[config.mk]
export PLATFORM = sky130hd
export DESIGN_NAME = ppc_inst_decoder
export DESIGN_NICKNAME = d
export VERILOG_FILES = /design/src/rtl/ppc_isa_pkg.sv /design/src/rtl/ppc_field_extract.sv /design/src/rtl/ppc_inst_decoder.sv
export SDC_FILE = /design/constraint.sdc
export NUM_CORES = 1
export LEC_CHECK = 0
export ABC_AREA = 1
export BUFFER_PORTS_ARGS = -buffer_cell sky130_fd_sc_hd__buf_2
export CAP_MARGIN = 20
export CORE_MARGIN = 1
export CORE_UTILIZATION = 40
export DETAILED_ROUTE_END_ITERATION = 6
export GPL_ROUTABILITY_DRIVEN = 0
export PLACE_DENSITY = 0.58
export SLEW_MARGIN = 30
export SYNTH_ARGS = -nofsm -noshare
export SYNTH_HDL_FRONTEND = slang
export SYNTH_SLANG_ARGS = --single-unit
[constraint.sdc]
create_clock -name clk -period 3.9 [get_ports clk]
set_clock_uncertainty 0.15 [all_clocks]
set_input_delay 0.195 -clock clk [delete_from_list [all_inputs] [get_ports clk]]
set_output_delay 0.195 -clock clk [all_outputs]
set_load 0.01 [all_outputs]
[src/rtl/ppc_isa_pkg.sv]
// ============================================================================
// ppc_isa_pkg : uPower opcode / extended-opcode constants and decoded bundle
// Rev 1.0
// ============================================================================
`default_nettype none

package ppc_isa_pkg;

  localparam logic [5:0] OP_X31   = 6'd31;
  localparam logic [5:0] OP_ADDI  = 6'd14;
  localparam logic [5:0] OP_ADDIS = 6'd15;
  localparam logic [5:0] OP_ANDI  = 6'd28;
  localparam logic [5:0] OP_ORI   = 6'd24;
  localparam logic [5:0] OP_XORI  = 6'd26;
  localparam logic [5:0] OP_LWZ   = 6'd32;
  localparam logic [5:0] OP_LBZ   = 6'd34;
  localparam logic [5:0] OP_STW   = 6'd36;
  localparam logic [5:0] OP_STWU  = 6'd37;
  localparam logic [5:0] OP_STB   = 6'd38;
  localparam logic [5:0] OP_LHZ   = 6'd40;
  localparam logic [5:0] OP_LHA   = 6'd42;
  localparam logic [5:0] OP_STH   = 6'd44;
  localparam logic [5:0] OP_B     = 6'd18;
  localparam logic [5:0] OP_BC    = 6'd19;
  localparam logic [5:0] OP_LD    = 6'd58;
  localparam logic [5:0] OP_STD   = 6'd62;

  localparam logic [8:0] XO9_ADD  = 9'd266;
  localparam logic [8:0] XO9_SUBF = 9'd40;

  localparam logic [9:0] XO10_AND   = 10'd28;
  localparam logic [9:0] XO10_EXTSW = 10'd986;
  localparam logic [9:0] XO10_NAND  = 10'd476;
  localparam logic [9:0] XO10_OR    = 10'd444;
  localparam logic [9:0] XO10_XOR   = 10'd316;

  typedef struct packed {
    logic [5:0]  opcode;
    logic [8:0]  xoxo;
    logic [9:0]  xox;
    logic        rc;
    logic [4:0]  rt;
    logic [4:0]  ra;
    logic [4:0]  rb;
    logic [15:0] si;
    logic [13:0] ds;
    logic [1:0]  xods;
    logic [23:0] li;
    logic        aa;
    logic        lk;
    logic        illegal;
  } dec_bundle_t;

  function automatic logic is_xo10_legal(input logic [9:0] xo);
    return xo inside {XO10_AND, XO10_EXTSW, XO10_NAND, XO10_OR, XO10_XOR};
  endfunction

endpackage

`default_nettype wire

[src/rtl/ppc_field_extract.sv]
// ============================================================================
// ppc_field_extract : combinational instruction word -> decoded field bundle
// Rev 1.0
// ============================================================================
`default_nettype none

module ppc_field_extract
  import ppc_isa_pkg::*;
(
  input  logic [31:0] i_instr,
  output dec_bundle_t o_bundle
);

  logic [8:0]  w_xo9;
  logic [9:0]  w_xo10;
  logic        w_legal;
  dec_bundle_t w_raw;

  assign w_xo9  = i_instr[9:1];
  assign w_xo10 = i_instr[10:1];

  always_comb begin
    w_raw        = '0;
    w_legal      = 1'b0;
    w_raw.opcode = i_instr[31:26];
    w_raw.rt     = i_instr[25:21];
    w_raw.ra     = i_instr[20:16];
    w_raw.rb     = i_instr[15:11];
    w_raw.si     = i_instr[15:0];
    w_raw.ds     = i_instr[15:2];
    case (i_instr[31:26])
      OP_X31: begin
        w_raw.rc = i_instr[0];
        // XO-form claims the 9-bit field first; OE=1 is not supported
        if (w_xo9 == XO9_ADD || w_xo9 == XO9_SUBF) begin
          w_raw.xoxo = w_xo9;
          w_legal    = ~i_instr[10];
        end else begin
          w_raw.xox  = w_xo10;
          w_legal    = is_xo10_legal(w_xo10);
        end
      end
      OP_B: begin
        w_raw.li = i_instr[25:2];
        w_raw.aa = i_instr[1];
        w_raw.lk = i_instr[0];
        w_legal  = 1'b1;
      end
      OP_BC: begin
        w_raw.aa = i_instr[1];
        w_raw.lk = i_instr[0];
        w_legal  = 1'b1;
      end
      OP_LD, OP_STD: begin
        w_raw.xods = i_instr[1:0];
        w_legal    = (i_instr[1:0] != 2'b11);
      end
      OP_ADDI, OP_ADDIS, OP_ANDI, OP_ORI, OP_XORI,
      OP_LWZ, OP_LBZ, OP_STW, OP_STWU, OP_STB, OP_LHZ, OP_LHA, OP_STH: begin
        w_legal = 1'b1;
      end
      default: w_legal = 1'b0;
    endcase

    if (w_legal) begin
      o_bundle = w_raw;
    end else begin
      o_bundle         = '0;
      o_bundle.opcode  = i_instr[31:26];
      o_bundle.illegal = 1'b1;
    end
  end

endmodule

`default_nettype wire

[src/rtl/ppc_inst_decoder.sv]
// ============================================================================
// ppc_inst_decoder : registered uPower decoder with one-entry skid buffer,
//                    flush, and saturating illegal-instruction counter
// Rev 1.0
// ============================================================================
`default_nettype none

module ppc_inst_decoder
  import ppc_isa_pkg::*;
#(
  parameter int CNT_W = 16
) (
  input  logic             clk,
  input  logic             rst,
  input  logic             in_valid,
  output logic             in_ready,
  input  logic [31:0]      in_instr,
  input  logic             flush,
  output logic             out_valid,
  input  logic             out_ready,
  output logic [5:0]       dec_opcode,
  output logic [8:0]       dec_xoxo,
  output logic [9:0]       dec_xox,
  output logic             dec_rc,
  output logic [4:0]       dec_rt,
  output logic [4:0]       dec_ra,
  output logic [4:0]       dec_rb,
  output logic [15:0]      dec_si,
  output logic [13:0]      dec_ds,
  output logic [1:0]       dec_xods,
  output logic [23:0]      dec_li,
  output logic             dec_aa,
  output logic             dec_lk,
  output logic             dec_illegal,
  output logic [CNT_W-1:0] illegal_cnt
);

  localparam logic [CNT_W-1:0] c_CNT_MAX = {CNT_W{1'b1}};

  dec_bundle_t      w_dec;
  dec_bundle_t      r_out;
  dec_bundle_t      r_skid;
  logic             r_out_valid;
  logic             r_skid_valid;
  logic             r_in_ready;
  logic [CNT_W-1:0] r_cnt;
  logic             w_accept;
  logic             w_drain;

  ppc_field_extract u_extract (
    .i_instr  (in_instr),
    .o_bundle (w_dec)
  );

  assign w_accept = in_valid & r_in_ready;
  assign w_drain  = r_out_valid & out_ready;

  always_ff @(posedge clk) begin
    if (rst) begin
      r_out        <= '0;
      r_skid       <= '0;
      r_out_valid  <= 1'b0;
      r_skid_valid <= 1'b0;
      r_in_ready   <= 1'b1;
      r_cnt        <= '0;
    end else begin
      if (w_drain && r_out.illegal && r_cnt != c_CNT_MAX)
        r_cnt <= r_cnt + CNT_W'(1);

      if (flush) begin
        r_out_valid  <= 1'b0;
        r_skid_valid <= 1'b0;
        r_in_ready   <= 1'b1;
      end else if (!r_out_valid || w_drain) begin
        // in_ready is low whenever the skid is full, so no accept competes here
        if (r_skid_valid) begin
          r_out        <= r_skid;
          r_out_valid  <= 1'b1;
          r_skid_valid <= 1'b0;
          r_in_ready   <= 1'b1;
        end else begin
          r_out_valid <= w_accept;
          if (w_accept)
            r_out <= w_dec;
        end
      end else if (w_accept) begin
        r_skid       <= w_dec;
        r_skid_valid <= 1'b1;
        r_in_ready   <= 1'b0;
      end
    end
  end

  assign in_ready    = r_in_ready;
  assign out_valid   = r_out_valid;
  assign illegal_cnt = r_cnt;
  assign dec_opcode  = r_out.opcode;
  assign dec_xoxo    = r_out.xoxo;
  assign dec_xox     = r_out.xox;
  assign dec_rc      = r_out.rc;
  assign dec_rt      = r_out.rt;
  assign dec_ra      = r_out.ra;
  assign dec_rb      = r_out.rb;
  assign dec_si      = r_out.si;
  assign dec_ds      = r_out.ds;
  assign dec_xods    = r_out.xods;
  assign dec_li      = r_out.li;
  assign dec_aa      = r_out.aa;
  assign dec_lk      = r_out.lk;
  assign dec_illegal = r_out.illegal;

endmodule

`default_nettype wire

; ---- Word level (Yosys, flattened, before mapping)
; Cells that the tools add are included.
[totals]
wordCells = 97
out_inout_bits = 118
regBits = 219
inputBits = 37
[classes]
n_addsub = 1
reduce_logical = 16
n_mux = 15
bitwise = 5
eq_ne = 28
[op_table]
columns = cell, n
row1 = $mux 100, 2
row2 = $mux 94, 1
row3 = $eq 6x6->1 const B, 10
row4 = $eq 6x5->1 const B, 6
row5 = $eq 10x9->1 const B, 3
row6 = $mux 24, 1
row7 = $mux 20, 1
row8 = $add 16x1->16 const B, 1
row9 = $ne 16x16->1 const B, 1
row10 = $reduce_or 15->1, 1
row11 = $eq 6x4->1 const B, 2
row12 = $eq 10x10->1 const B, 1
row13 = $eq 10x5->1 const B, 1
row14 = $mux 10, 1
row15 = $eq 9x6->1 const B, 1
row16 = $eq 9x9->1 const B, 1
row17 = $mux 9, 1
row18 = $reduce_and 3->1, 2
row19 = $reduce_or 2->1, 3
row20 = $mux 1, 5
row21 = $reduce_bool 5->1, 1
row22 = $mux 2, 2
row23 = $ne 2x2->1 const B, 2
row24 = $reduce_bool 2->1, 2
row25 = 8 further kinds, 13

; ---- Logic depth before layout (Yosys ltp)
; Gate-level depths: netlist (run 1).
[depth]
depth_word = 7
mapped_depth = 13
ltp_nobuf = 12

; ---- Cells and area by module
; A second synthesis (run 1) with hierarchy kept.
[unflattened]
cells_unflattened = 1562
area_unflattened_um2 = 10228.6
[by_module_without_submodules]
columns = module, cells_each, seq_area_each_um2, area_each_um2, n_inst
row1 = ppc_inst_decoder, 1344, 4384.2, 9147.5, 1
row2 = ppc_field_extract, 218, 0.0, 1081.0, 1

; ---- Worst setup path after synthesis (run 1)
; OpenSTA, ideal clock, no wires.
[synth_timing]
path_kind = register to register
startpoint = register r_cnt[0] (netlist: illegal_cnt[0])
endpoint = register r_cnt[9] (netlist: illegal_cnt[9])
slack_ns = 2.088
n_path_buf = 0
setup_time_ns = 0.115
stages_incl_launch_ff = 12
t_arrival_ns = 1.547
required_time_ns = 3.635
synth_period_minus_slack_ns = 1.812
path_cell_list = dfxtp_1 > ha_1 > nand3_1 > nor2_1 > nand3_1 > nand2_1 > inv_1 > nand2_1 > nor2_1 > nand2_1 > nor2_1 > o21a_1
[synth_between]
elab_chain_len = 2
word_cells_on_any_way = 3
classes_between = add/sub (1) / eq/ne (1) / reduce/logical (1)
[synth_rtl]
columns = item, line_no
row1 = "start, declared", ppc_inst_decoder.sv:46  ; logic [CNT_W-1:0] r_cnt;
row2 = "start signal, assigned", ppc_inst_decoder.sv:68  ; r_cnt <= r_cnt + CNT_W'(1);
row3 = "parallel branches: the longest is 2 deep, another holds $add 16x1->16", n/a
; Several ways; the timed one is not identified.
; A chain may end at the register's enable or synchronous reset.

; ---- Worst setup path in the final report (run 1)
[layout_timing]
startpoint = input port in_instr[1]
endpoint = register r_out (netlist bit dec_xox[9])
[layout_between]
elab_chain_len = 7
word_cells_on_any_way = 17
classes_between = eq/ne (8) / mux (7) / reduce/logical (2)
[layout_rtl]
columns = item, line_no
row1 = "start, declared", ppc_inst_decoder.sv:17  ; input logic [31:0] in_instr,
row2 = $eq 10x5->1 (tied with other cells), ppc_isa_pkg.sv:55  ; return xo inside {XO10_AND, XO10_EXTSW, XO10_NAND, XO10_OR, XO10_XOR};
row3 = $reduce_bool 5->1 or $logic_or 1x1->1 (tied branches), "ppc_isa_pkg.sv:55, ppc_field_extract.sv:35"
row4 = $mux 1 or $mux 10 (tied branches), ppc_field_extract.sv:35  ; if (w_xo9 == XO9_ADD || w_xo9 == XO9_SUBF) begin
row5 = $pmux 1 s3 or $mux 20 (tied branches), ppc_field_extract.sv:31  ; case (i_instr[31:26])
row6 = $mux 94 (*), ppc_field_extract.sv:65  ; if (w_legal) begin
row7 = $mux 100 (*), ppc_inst_decoder.sv:83  ; if (w_accept)
row8 = $mux 100 (*), ppc_inst_decoder.sv:76  ; if (r_skid_valid) begin
row9 = "end signal, assigned", ppc_inst_decoder.sv:77  ; r_out <= r_skid;
row10 = "end signal, assigned", ppc_inst_decoder.sv:84  ; r_out <= w_dec;
row11 = "end, declared", ppc_inst_decoder.sv:41  ; dec_bundle_t r_out;
; Every way passes the cells marked *; elsewhere a longest branch is shown, timed or not. The select of a mux whose other input is x is not followed.

==> results.json, run 1 <==
{
  "drtIter0Drc": 512,
  "top_layer": "met4",
  "worstPathRequired_ps": 4100,
  "wl_met1_microns": 10780,
  "die-area_sq_um": 19810,
  "grt_first_pass_wirelength_microns": 36100,
  "routed_wl_microns": 22580,
  "synth_edf_count": 0,
  "worst_slack_ps": 1129,
  "swShare_pct": 24.42,
  "cp-startpoint": "in_instr[1]",
  "ys_types": 35,
  "ys_seq_elements": 181,
  "r2r_slack_ps": 1560,
  "routed-via-count": 7464,
  "synthArstFlopShare_pct": 0,
  "crit_path_start_kind": "input port",
  "power_density_nw_per_um2": 440.1,
  "hold_class": "in2reg",
  "wl_per_cell_microns": 15.89,
  "cts_resized": 0,
  "ir_worst_vdd_mv": 0.3103,
  "dieHeight_microns": 140.7,
  "crit_fanout": 39,
  "fin_crit_sh_pct": 71.05,
  "post_cts_buffers": 0,
  "wl_met2_microns": 9890,
  "rows": 50,
  "initial_core_util_pct": 41.03,
  "worst_path_largest_cell_delay_ps": 550,
  "die_x_microns": 140.7,
  "cts.htree.levels": 4,
  "grt_max_degree": 104,
  "grt.total_usage_pct": 23.17,
  "maxCapViolations": 0,
  "drc": 0,
  "setup_violations": 0,
  "p_int_mw": 3.123,
  "overflow": 0,
  "synth_area_sq_um": 7700,
  "power_frac_seq_pct": 46.2,
  "tightestPinTransition_ps": 919.7,
  "syn_to_final_growth_pct": 21.95,
  "hp-start": "in_instr[10]",
  "cpMostUsedCell": "nand3_1",
  "slew_viol_final": 0,
  "coreArea_sq_um": 18770,
  "syn_nets": 1090,
  "ys.flop_type": "dfxtp_1",
  "route.met3.wl_microns": 1495,
  "fin_setup_tns_ps": 0,
  "synth.avg_cell_area_sq_um": 7.319,
  "ys_top_cells_by_area": "dfxtp_1 (47%), a21oi_1 (13%), nand2_1 (10%)",
  "first_pass_iters": 5,
  "place_hpwl_microns": 14210,
  "antenna_left": 0,
  "hold_viol_final": 0,
  "path_cells": "dlygate4sd3_1 > buf_2 > inv_1 > nand2_1 > nor2_1 > nand3_1 > nand2_2 > nand3_1 > nand3_2 > buf_4 > inv_2 > nor2_2 > nand3_1 > a21oi_1",
  "root_buffer": "clkbuf_16",
  "synth_warnings": 0,
  "drive_gt1_share_pct": 18.28,
  "port_buffers": 154,
  "rsz0062_at_grt": "false",
  "synth_area_leader_cell": "dfxtp_1",
  "pin_count": 155,
  "clock-sinks": 181,
  "reg2regPathDepth": 9,
  "antenna_found_initial": 0,
  "syn-instance-count": 1052,
  "clk_pin_slew_ps": 70,
  "end_kind": "flop",
  "reg2reg_to": "dec_li[4]",
  "viasPerCell": 5.253,
  "worstPathArrival_ps": 2970,
  "slew_headroom_pct": 38.60,
  "combPwrFrac_pct": 8.2,
  "path_class": "in2reg",
  "run_status": "finished clean",
  "crit_path_top_delay_cell": "dlygate4sd3_1",
  "holdPathStages": 4,
  "holdWs_ps": 129.3,
  "pwr-share-clk_pct": 45.5,
  "clockBufferDepth": 2,
  "dpl_worst_slack_ps": 1298,
  "holdPathEnd": "r_skid[88]",
  "leakage_nw": 4.076,
  "grt_pass1_vias": 6780,
  "clock_latency_ps": 430,
  "nets": 1212,
  "worstReg2RegStart": "in_ready",
  "synth_seq_area_share_pct": 47.06,
  "cts_tree": "built",
  "synth_top_area_share_pct": 47.06,
  "fmax_mhz": 360.9,
  "power.net_switching_mw": 1.009,
  "antennaDiodeCount": 0,
  "timing.final.crit_period_ps": 2771,
  "cts_buffers": 17
}
-- metrics by stage --
| stage | area [sq um] | std cells | power, mW | util (%) |
|---|---|---|---|---|
| 6_report | 9390 | 1421 | 4.132 | 50.03 |
| 3_5_place_dp | 8401 | 1355 | 2.262 | 44.76 |
| 5_1_grt | 9390 | 1421 | 4.281 | 50.03 |
| 4_1_cts | 9387 | 1421 | 4.163 | 50.01 |
| 2_1_floorplan | 7700 | 1052 | 2.154 | - |
| 3_3_place_gp | 8401 | 1355 | 2.262 | 44.76 |
-- what timing repair did --
item,4_1_cts,5_1_grt
endpoints found under the setup margin,0,0
hold buffers,34,0
hold endpoints to repair,87,0
-- registers in the layout, summed over array words and instances, names as in the netlist --
register	flops
r_skid	81
dec_li	24
illegal_cnt	16
dec_si	11
dec_xox	10
dec_xoxo	9
dec_opcode	6
dec_ra	5
dec_rb	5
dec_rt	5
dec_xods	2
dec_aa	1
dec_illegal	1
dec_lk	1
dec_rc	1
in_ready	1
out_valid	1
r_skid_valid	1
-- routing by layer --
metal | track usage, % | up-vias
met5 | 0 | -
met4 | 7.609 | 0
met3 | 5.605 | 32
met2 | 35.53 | 257
met1 | 31.88 | 3402
li1 | - | 3773
-- cell usage in the layout (no fill, tap or decap), types with 2 or more instances in the layout --
| master | count |
|---|---|
| nor4_1 | 2 |
| nand4_1 | 7 |
| inv_1 | 37 |
| nor2_2 | 2 |
| clkinv_2 | 4 |
| clkinv_4 | 2 |
| o211ai_1 | 12 |
| a21oi_1 | 203 |
| nor2_4 | 2 |
| nor2_1 | 69 |
| a31oi_1 | 6 |
| nand2_1 | 206 |
| a211oi_1 | 2 |
| inv_2 | 7 |
| dlygate4sd3_1 | 34 |
| nor3_1 | 8 |
| o21ai_0 | 122 |
| inv_6 | 3 |
| bufinv_16 | 4 |
| buf_4 | 10 |
| clkbuf_8 | 2 |
| o21ai_1 | 4 |
| nand3_2 | 2 |
| buf_2 | 154 |
| dfxtp_1 | 180 |
| nand3_1 | 68 |
| clkbuf_16 | 17 |
| xor2_1 | 2 |
-- worst max path at each step --
stage,endpoint,slack [ps],cells past startpoint
floorplan,illegal_cnt[9],2090,11
global placement,dec_xox[7],1380,14
detailed placement,dec_xox[7],1300,14
CTS,dec_xox[7],1190,15
global route,dec_si[10],890,14
finish,dec_xox[9],1130,14
-- critical path: cells and delay by family --
kind            cells  cell delay [ps]
compound gates      1              150
buf+inv             5             1380
simple gates        8             1220
-- cells by family after synthesis --
| logic type | share of synthesized area, % |
|---|---|
| adder cells (fa/ha/maj) | 0.1625 |
| AO/OA/AOI/OAI | 23.63 |
| flip-flops | 47.06 |
| AND/OR/NAND/NOR | 20.47 |
| buffers and inverters | 8.450 |
| XOR/XNOR | 0.2275 |
-- synthesized netlist by cell type, drive strengths merged, types with 2 or more instances --
master,count
nand2,207
a21oi,203
dfxtp,181
o21ai,126
nor2,73
nand3,70
clkbuf,60
inv,46
buf,37
o211ai,12
nor3,9
nand4,7
a31oi,6
a211oi,2
nand3b,2
nor4,2
xor2,2
-- final cells by class --
class                      instances  area (sq um)
fill                            1835          9378
inverter                          47         178.9
clock buffer                      19         452.9
clock inverter                    13         192.7
timing repair buffer             200          1217
tap                              234         292.8
sequential                       181          3625
multi-input combinational        727          3431
-- power groups by stage --
stage,logic [mW],registers [mW],clock network [mW]
floorplan,0.194,1.96,0
global placement,0.310,1.95,0
detailed placement,0.309,1.95,0
CTS,0.338,1.91,1.91
global route,0.376,1.91,1.99
finish,0.340,1.91,1.88
Note: power is estimated with default switching activity, not from simulation.
==> run 2, diff against run 1 <==
Clock period 3.9 ns to 2.7 ns, I/O delays scaled along.
==> run 2 against run 1 <==
Net effect:
- register-to-register slack got worse by 970 ps
- die area did not move
- hold slack got worse by 90 ps
- setup slack got worse by 810 ps
- cell area fell by 0.13%
- combinational power rose by 48%
==> results.json, run 2 (same netlist as run 1, synthesis figures left out) <==
{
  "path_class": "in2reg",
  "routed_wl_microns": 22580,
  "slew_viol_final": 0,
  "num-fill-cells": 1879,
  "slew_headroom_pct": 48.46,
  "grt_max_degree": 104,
  "fin_setup_tns_ps": 0,
  "place_hpwl_microns": 14340,
  "dieHeight_microns": 140.7,
  "swShare_pct": 26.21,
  "multi_input_area_sq_um": 3431,
  "fmax_mhz": 420.5,
  "root_buffer": "clkbuf_16",
  "seq_area_sq_um": 3625,
  "post_cts_buffers": 0,
  "wl_per_cell_microns": 15.84,
  "clock-sinks": 181,
  "grt_pass1_vias": 6593,
  "pwr-share-clk_pct": 43.1,
  "end_kind": "flop",
  "rows": 50,
  "leakage_nw": 4.074,
  "nets": 1216,
  "setup_violations": 0,
  "worstReg2RegStart": "out_valid",
  "die-area_sq_um": 19810,
  "crit_path_start_kind": "input port",
  "coreArea_sq_um": 18770,
  "routed-via-count": 7434,
  "regMostFlops": "r_skid",
  "maxCapViolations": 0,
  "drtIter0Drc": 573,
  "worstPathRequired_ps": 2870,
  "viasPerCell": 5.217,
  "layout_common_cells": "nand2_1 (206), a21oi_1 (203), dfxtp_1 (180)",
  "cts_tree": "built",
  "ir_worst_vdd_mv": 0.4580,
  "largest_register_ffs": 81,
  "timing.final.crit_period_ps": 2378,
  "clk_pin_slew_ps": 70,
  "overflow": 0,
  "combPwrFrac_pct": 8.8,
  "syn_to_final_growth_pct": 21.79,
  "port_buffers": 154,
  "cp-startpoint": "in_instr[28]",
  "antennaDiodeCount": 0,
  "drive_gt1_share_pct": 18.56,
  "hold_viol_final": 0,
  "run_status": "finished clean",
  "clock_latency_ps": 430,
  "antenna_left": 0,
  "worstPathArrival_ps": 2550,
  "drc": 0,
  "fin_util_pct": 49.97,
  "cts.htree.levels": 4,
  "grt.total_usage_pct": 23.06,
  "first_pass_iters": 6,
  "power_density_nw_per_um2": 611.0,
  "power_frac_seq_pct": 48.2,
  "cts_resized": 0,
  "cts_hold_buf": 34,
  "rsz0062_at_grt": "false",
  "fin_crit_sh_pct": 88.07,
  "hp-start": "in_instr[10]",
  "p_int_mw": 4.228,
  "crit_fanout": 22,
  "hold_class": "in2reg",
  "power.net_switching_mw": 1.502,
  "pin_count": 155,
  "die_x_microns": 140.7,
  "cts_buffers": 17,
  "clockBufferDepth": 2,
  "grt_first_pass_wirelength_microns": 35880,
  "layout_commonest_cell": "nand2_1",
  "tightestPinTransition_ps": 773.1,
  "initial_core_util_pct": 41.03,
  "antenna_found_initial": 0
}
[run 2: layer usage]
| metal | routed length (microns) | GRT usage [%] |
|---|---|---|
| met5 | 0 | 0 |
| met1 | 11110 | 32.45 |
| met2 | 10110 | 35.40 |
| met4 | 290 | 7.265 |
| met3 | 1072 | 4.518 |
[run 2: final timing paths]
path           endpoint  slack [ps]  cells past startpoint
max reg2reg  r_skid[53]         590                      7
max           dec_rt[3]         320                     10
min          r_skid[88]          40                      4
min reg2reg  r_skid[91]         290                      2
[run 2: power by group through the flow]
stage / clock network, mW / logic, mW / registers [mW]
2_1_floorplan: 0 / 0.280 / 2.83
3_3_place_gp: 0 / 0.464 / 2.82
3_5_place_dp: 0 / 0.461 / 2.82
4_1_cts: 2.51 / 0.503 / 2.76
5_1_grt: 2.63 / 0.554 / 2.76
6_report: 2.47 / 0.504 / 2.76
[run 2: area by class of cell]
type | instances | share of cell area [%]
inverter | 47 | 1.908
tap | 234 | 3.122
clock inverter | 14 | 1.481
sequential | 181 | 38.65
multi-input combinational | 727 | 36.58
clock buffer | 18 | 4.683
timing repair buffer | 204 | 13.57
[run 2: per-stage QoR]
step | total power, mW | instances | hold slack, ps | setup WS [ps] | area [sq um]
2_1_floorplan | 3.112 | 1052 | 126.1 | 887.9 | 7700
3_3_place_gp | 3.282 | 1359 | 275.0 | 527.5 | 8456
3_5_place_dp | 3.281 | 1359 | 277.6 | 465.5 | 8459
4_1_cts | 5.771 | 1425 | 29.90 | 366.0 | 9378
5_1_grt | 5.949 | 1425 | 73.77 | 142.7 | 9378
6_report | 5.730 | 1425 | 39.26 | 322.0 | 9378
[run 2: critical path, cell delays in order]
cell	delay, ps
dlygate4sd3_1	560
buf_2	160
nand3_1	140
nand3b_4	180
clkinv_1	180
nand3_1	200
nand3_2	430
buf_4	390
nand3_1	90
a21oi_1	70
